<file path="config.mk">
export PLATFORM = sky130hd
export DESIGN_NAME = serial_frame_tx
export DESIGN_NICKNAME = d
export VERILOG_FILES = /design/src/rtl/serial_frame_tx.sv
export SDC_FILE = /design/constraint.sdc
export NUM_CORES = 1
export LEC_CHECK = 0
export ABC_AREA = 1
export CORE_MARGIN = 5
export CORE_UTILIZATION = 40
export DETAILED_ROUTE_END_ITERATION = 7
export PLACE_DENSITY = 0.65
export SYNTH_ARGS = -nofsm -noshare
export SYNTH_HDL_FRONTEND = slang
export SYNTH_SLANG_ARGS = --single-unit
</file>
<file path="constraint.sdc">
create_clock -name clk -period 3.4 [get_ports clk]
set_input_delay 0.68 -clock clk [delete_from_list [all_inputs] [get_ports clk]]
set_output_delay 0.68 -clock clk [all_outputs]
set_load 0.005 [all_outputs]
</file>
<file path="src/rtl/serial_frame_tx.sv">
// -----------------------------------------------------------------------------
// serial_frame_tx
//
// Parallel-in, serial-out framed transmitter for the single-wire serial link.
// One word is taken per valid/ready handshake and shifted out as
//   start(0), data LSB-first, optional even-parity bit, stop(1)
// with every bit held for CLKS_PER_BIT clock cycles. The line idles high.
//
// Handshake: a word transfers at a rising edge where load_valid and
// load_ready are both 1. load_ready is high only in IDLE. The producer may
// hold load_valid as long as it likes. A word offered while busy is not
// queued; it is taken only once load_ready returns high.
//
// Ports:
//   clk         in   system clock, rising edge
//   reset_n     in   asynchronous active-low reset
//   data_in     in   [DATA_W-1:0] word to send, sampled at the accepting edge
//   load_valid  in   producer has a word on data_in
//   load_ready  out  transmitter can accept a word (registered)
//   tx_out      out  serial line, idles high (registered)
//   busy        out  frame in progress (registered)
//   done        out  one-cycle pulse in the cycle after the stop bit ends
//   state_dbg   out  [2:0] current FSM state encoding, for observation
// -----------------------------------------------------------------------------
module serial_frame_tx #(
    parameter int DATA_W       = 8,
    parameter int CLKS_PER_BIT = 4,
    parameter int PARITY_EN    = 0
) (
    input  logic              clk,
    input  logic              reset_n,
    input  logic [DATA_W-1:0] data_in,
    input  logic              load_valid,
    output logic              load_ready,
    output logic              tx_out,
    output logic              busy,
    output logic              done,
    output logic [2:0]        state_dbg
);

    localparam int CW = (CLKS_PER_BIT > 1) ? $clog2(CLKS_PER_BIT) : 1;
    localparam int BW = (DATA_W > 1) ? $clog2(DATA_W) : 1;
    localparam logic [CW-1:0] CYC_LAST = CW'(CLKS_PER_BIT - 1);
    localparam logic [BW-1:0] BIT_LAST = BW'(DATA_W - 1);

    typedef enum logic [2:0] {
        IDLE   = 3'd0,
        START  = 3'd1,
        DATA   = 3'd2,
        PARITY = 3'd3,
        STOP   = 3'd4
    } state_t;

    state_t            state, state_n;
    logic [CW-1:0]     cyc_cnt, cyc_n;
    logic [BW-1:0]     bit_cnt, bit_n;
    logic [DATA_W-1:0] shift, shift_n;
    logic              parity, parity_n;
    logic              tx_n, ready_n, busy_n, done_n;
    logic              bit_end;

    assign state_dbg = state;

    always_ff @(posedge clk or negedge reset_n) begin
        if (!reset_n) begin
            state      <= IDLE;
            cyc_cnt    <= '0;
            bit_cnt    <= '0;
            shift      <= '0;
            parity     <= 1'b0;
            tx_out     <= 1'b1;
            load_ready <= 1'b1;
            busy       <= 1'b0;
            done       <= 1'b0;
        end else begin
            state      <= state_n;
            cyc_cnt    <= cyc_n;
            bit_cnt    <= bit_n;
            shift      <= shift_n;
            parity     <= parity_n;
            tx_out     <= tx_n;
            load_ready <= ready_n;
            busy       <= busy_n;
            done       <= done_n;
        end
    end

    always_comb begin
        state_n  = state;
        cyc_n    = cyc_cnt;
        bit_n    = bit_cnt;
        shift_n  = shift;
        parity_n = parity;
        tx_n     = tx_out;
        ready_n  = load_ready;
        busy_n   = busy;
        done_n   = 1'b0;
        bit_end  = (cyc_cnt == CYC_LAST);

        case (state)
            IDLE: begin
                tx_n = 1'b1;
                if (load_valid && load_ready) begin
                    shift_n  = data_in;
                    parity_n = ^data_in;
                    state_n  = START;
                    tx_n     = 1'b0;
                    ready_n  = 1'b0;
                    busy_n   = 1'b1;
                    cyc_n    = '0;
                    bit_n    = '0;
                end
            end

            START: begin
                if (bit_end) begin
                    state_n = DATA;
                    tx_n    = shift[0];
                    cyc_n   = '0;
                end else begin
                    cyc_n = cyc_cnt + 1'b1;
                end
            end

            DATA: begin
                if (bit_end) begin
                    cyc_n   = '0;
                    shift_n = shift >> 1;
                    if (bit_cnt == BIT_LAST) begin
                        // Bit counter parks at its terminal value until the next accept.
                        if (PARITY_EN != 0) begin
                            state_n = PARITY;
                            tx_n    = parity;
                        end else begin
                            state_n = STOP;
                            tx_n    = 1'b1;
                        end
                    end else begin
                        bit_n = bit_cnt + 1'b1;
                        // Next data bit is the LSB of the already-shifted word.
                        tx_n  = shift_n[0];
                    end
                end else begin
                    cyc_n = cyc_cnt + 1'b1;
                end
            end

            PARITY: begin
                if (bit_end) begin
                    state_n = STOP;
                    tx_n    = 1'b1;
                    cyc_n   = '0;
                end else begin
                    cyc_n = cyc_cnt + 1'b1;
                end
            end

            STOP: begin
                if (bit_end) begin
                    state_n = IDLE;
                    tx_n    = 1'b1;
                    cyc_n   = '0;
                    done_n  = 1'b1;
                    ready_n = 1'b1;
                    busy_n  = 1'b0;
                end else begin
                    cyc_n = cyc_cnt + 1'b1;
                end
            end

            default: begin
                state_n = IDLE;
                tx_n    = 1'b1;
                ready_n = 1'b1;
                busy_n  = 1'b0;
                cyc_n   = '0;
            end
        endcase
    end

endmodule

</file>
==> metrics.cfg <==
[critical_path]
crit_family = flip-flops
reg2reg_from = state_dbg[0]
slowest_delay_ns = 0.58
end_kind = output port
worstPathMaxFanout = 4
path_cells = clkdlybuf4s50_1
slowest_stage = dfstp_2
cp_data_arrival_time_ns = 1.37
path_buf_inv = 1
path_class = reg -> out
cp.required_ns = 2.72
startpoint = load_ready
critPathLaunchType = register

[power]
power_w = 0.0009416
vdd_ir_drop_max_uv = 402.1
pwr-share-clk_pct = 14.6
swShare_pct = 39.65
p_seq_share_pct = 41.5
p_per_area_nw_per_um2 = 752.6
p_leak_nw = 0.6407
p_sw_w = 0.0003734
combinationalPowerShare_pct = 44.0
internal_power_w = 0.0005682

[final_layout]
antenna_cells = 0
final_cells = 179
final_core_util_pct = 50.97
area_delta_synth_final_pct = 21.95
nets = 164
drive_gt1_share_pct = 8.054

[synthesis]
yosys_most_used_dff = dfrtp_1
yosysSeqAreaShare_pct = 49.02
syn-num-nets = 144
synth_edf_count = 0
synth_area_leader_cell = dfrtp_1
netlist.area_leader.share_pct = 43.90
syn_area_sq_um = 1026
synth-async-reset-ratio_pct = 100.0
synthMostInstantiatedCell = nand2_1
yosysWarnings = 0
synthTopCellsByCount = 46 x nand2_1, 18 x dfrtp_1, 15 x o21ai_0, 13 x inv_1, 11 x nand3_1
synth_area_leaders = dfrtp_1 44%, nand2_1 17%, o21ai_0 7.3%
syn_inst = 130
ys_types = 20
synth.avg_cell_area_sq_um = 7.892
ys_ff_latch = 20

[place]
dp_slack_ns = 1.422
port_buffers = 17
gp_congestion = 0.8017
dpl.hpwl_um = 1569
dpl.cell_count = 175

[grt]
antenna_found_initial = 0
grt.total_usage_pct = 13.22
grt_pass1_wl_um = 3643
grt_max_degree = 21
grt_pass1_vias = 890
grt_overflow = 0

[cts]
hold_buffers = 0
cts_buffer_depth = 2
ctsResizeCount = 0
cts_setup_buffers = 0
numCtsBuffers = 3
h-tree-depth = 1
path_clk_slew_ns = 0.11
cts-root-buf = clkbuf_4
cts_tree = done
clock_latency_ns = 0.29
clock_sinks = 20

[floorplan]
pin_count = 18
dieWidth_um = 60.65
dieHeight_um = 60.65
core_sq_um = 2455
start_util_pct = 41.79
die-area_sq_um = 3678
row_count = 18

[timing]
min_period_ns = 2.052
finalHoldViolations = 0
tns_ns = 0
post-route-period-util_pct = 60.37
worstMarginPinSlew_ns = 0.8647
setup_viol = 0
worst_slack_ns = 1.348
rsz0062_at_grt = false
maxSlewViolCount = 0
clock.fmax_mhz = 487.2
fin_skew_ns = 0.003144
slew_headroom_pct = 42.17

[route]
vias_per_cell = 4.989
drc = 0
vias = 893
postRouteAntennaNets = 0
routed_wl_um = 2005
drt-initial-drc-count = 24
first_pass_iters = 4
post_drt_wl_per_cell_um = 11.20

[worst_hold_path]
holdCritStartpoint = bit_cnt[1]
min-delay-path-class = reg -> reg

[flow_run]
max_cap_viol_count = 0

[run_status]
status = complete, no violations

[metrics by stage]
| step | hold slack (ns) | area (sq um) |
|---|---|---|
| 4_1_cts | 0.4947 | 1251 |
| 2_1_floorplan | 0.3844 | 1026 |
| 3_3_place_gp | 0.4670 | 1215 |
| 6_report | 0.4867 | 1251 |
| 5_1_grt | 0.5353 | 1251 |
| 3_5_place_dp | 0.4667 | 1215 |
[cells in the final DEF (no fill, tap or decap)]
| cell | instances |
|---|---|
| a21oi_1 | 1 |
| clkbuf_4 | 3 |
| clkbuf_8 | 1 |
| clkdlybuf4s50_1 | 17 |
| dfrtp_1 | 18 |
| dfstp_2 | 2 |
| ha_1 | 3 |
| inv_1 | 13 |
| inv_2 | 1 |
| mux2i_1 | 1 |
| nand2_1 | 46 |
| nand2_2 | 1 |
| nand3_1 | 11 |
| nand4_1 | 3 |
| nand4_2 | 1 |
| nor2_1 | 6 |
| nor2_2 | 3 |
| nor3_1 | 1 |
| o21a_1 | 1 |
| o21ai_0 | 15 |
| o21ai_1 | 1 |
[final cells by class]
cell class                      count  area, sq um
Fill cell                         249         1204
Clock buffer                        4        36.28
Sequential cell                    20        503.0
Tap cell                           30        37.54
Timing Repair Buffer               17        170.2
Inverter                           14        52.55
Multi-Input combinational cell     94        451.7
[final timing paths]
kind / slack (ns) / cells past startpoint / to
worst max-delay path: 1.35 / 1 / load_ready
worst min-delay path: 0.49 / 2 / bit_cnt[1]
worst max register to register: 1.86 / 6 / state_dbg[2]
worst min register to register: 0.49 / 2 / bit_cnt[1]
max in group asynchronous: 2.01 / 1 / shift[3]
min in group asynchronous: 0.86 / 1 / state_dbg[0]
[power by group through the flow]
stage / sequential (W) / clock (W) / combinational [W]
finish: 0.000391 / 0.000137 / 0.000414
global placement: 0.000393 / 0 / 0.000407
floorplan: 0.000388 / 0 / 0.000290
global route: 0.000403 / 0.000157 / 0.000488
detailed placement: 0.000397 / 0 / 0.000419
CTS: 0.000392 / 0.000144 / 0.000421
[metal layers]
| layer | routed length [um] | share of wire [%] | track usage, % |
|---|---|---|---|
| met5 | 0 | 0 | 0 |
| met4 | 18 | 0.90 | 5.573 |
| met3 | 115 | 5.7 | 2.979 |
| met1 | 879 | 44 | 15.44 |
| met2 | 992 | 49 | 23.21 |
[sequential cells by signal, summed over array words and instances, names as in the netlist]
signal,count
state_dbg,3
bit_cnt,3
tx_out,1
busy,1
done,1
shift,8
load_ready,1
cyc_cnt,2
[kinds of logic (layout without fill, tap and decap cells)]
| family | count (synthesis) | count (layout) | synth area share [%] |
|---|---|---|---|
| AND/OR/NAND/NOR | 72 | 72 | 30.37 |
| multiplexers | 1 | 1 | 0.9756 |
| flip-flops | 20 | 20 | 49.02 |
| buffers and inverters | 16 | 35 | 6.951 |
| adder cells (fa/ha/maj) | 3 | 3 | 3.659 |
| AO/OA/AOI/OAI | 18 | 18 | 9.024 |
No activity file was read; power rests on OpenSTA's default activity.
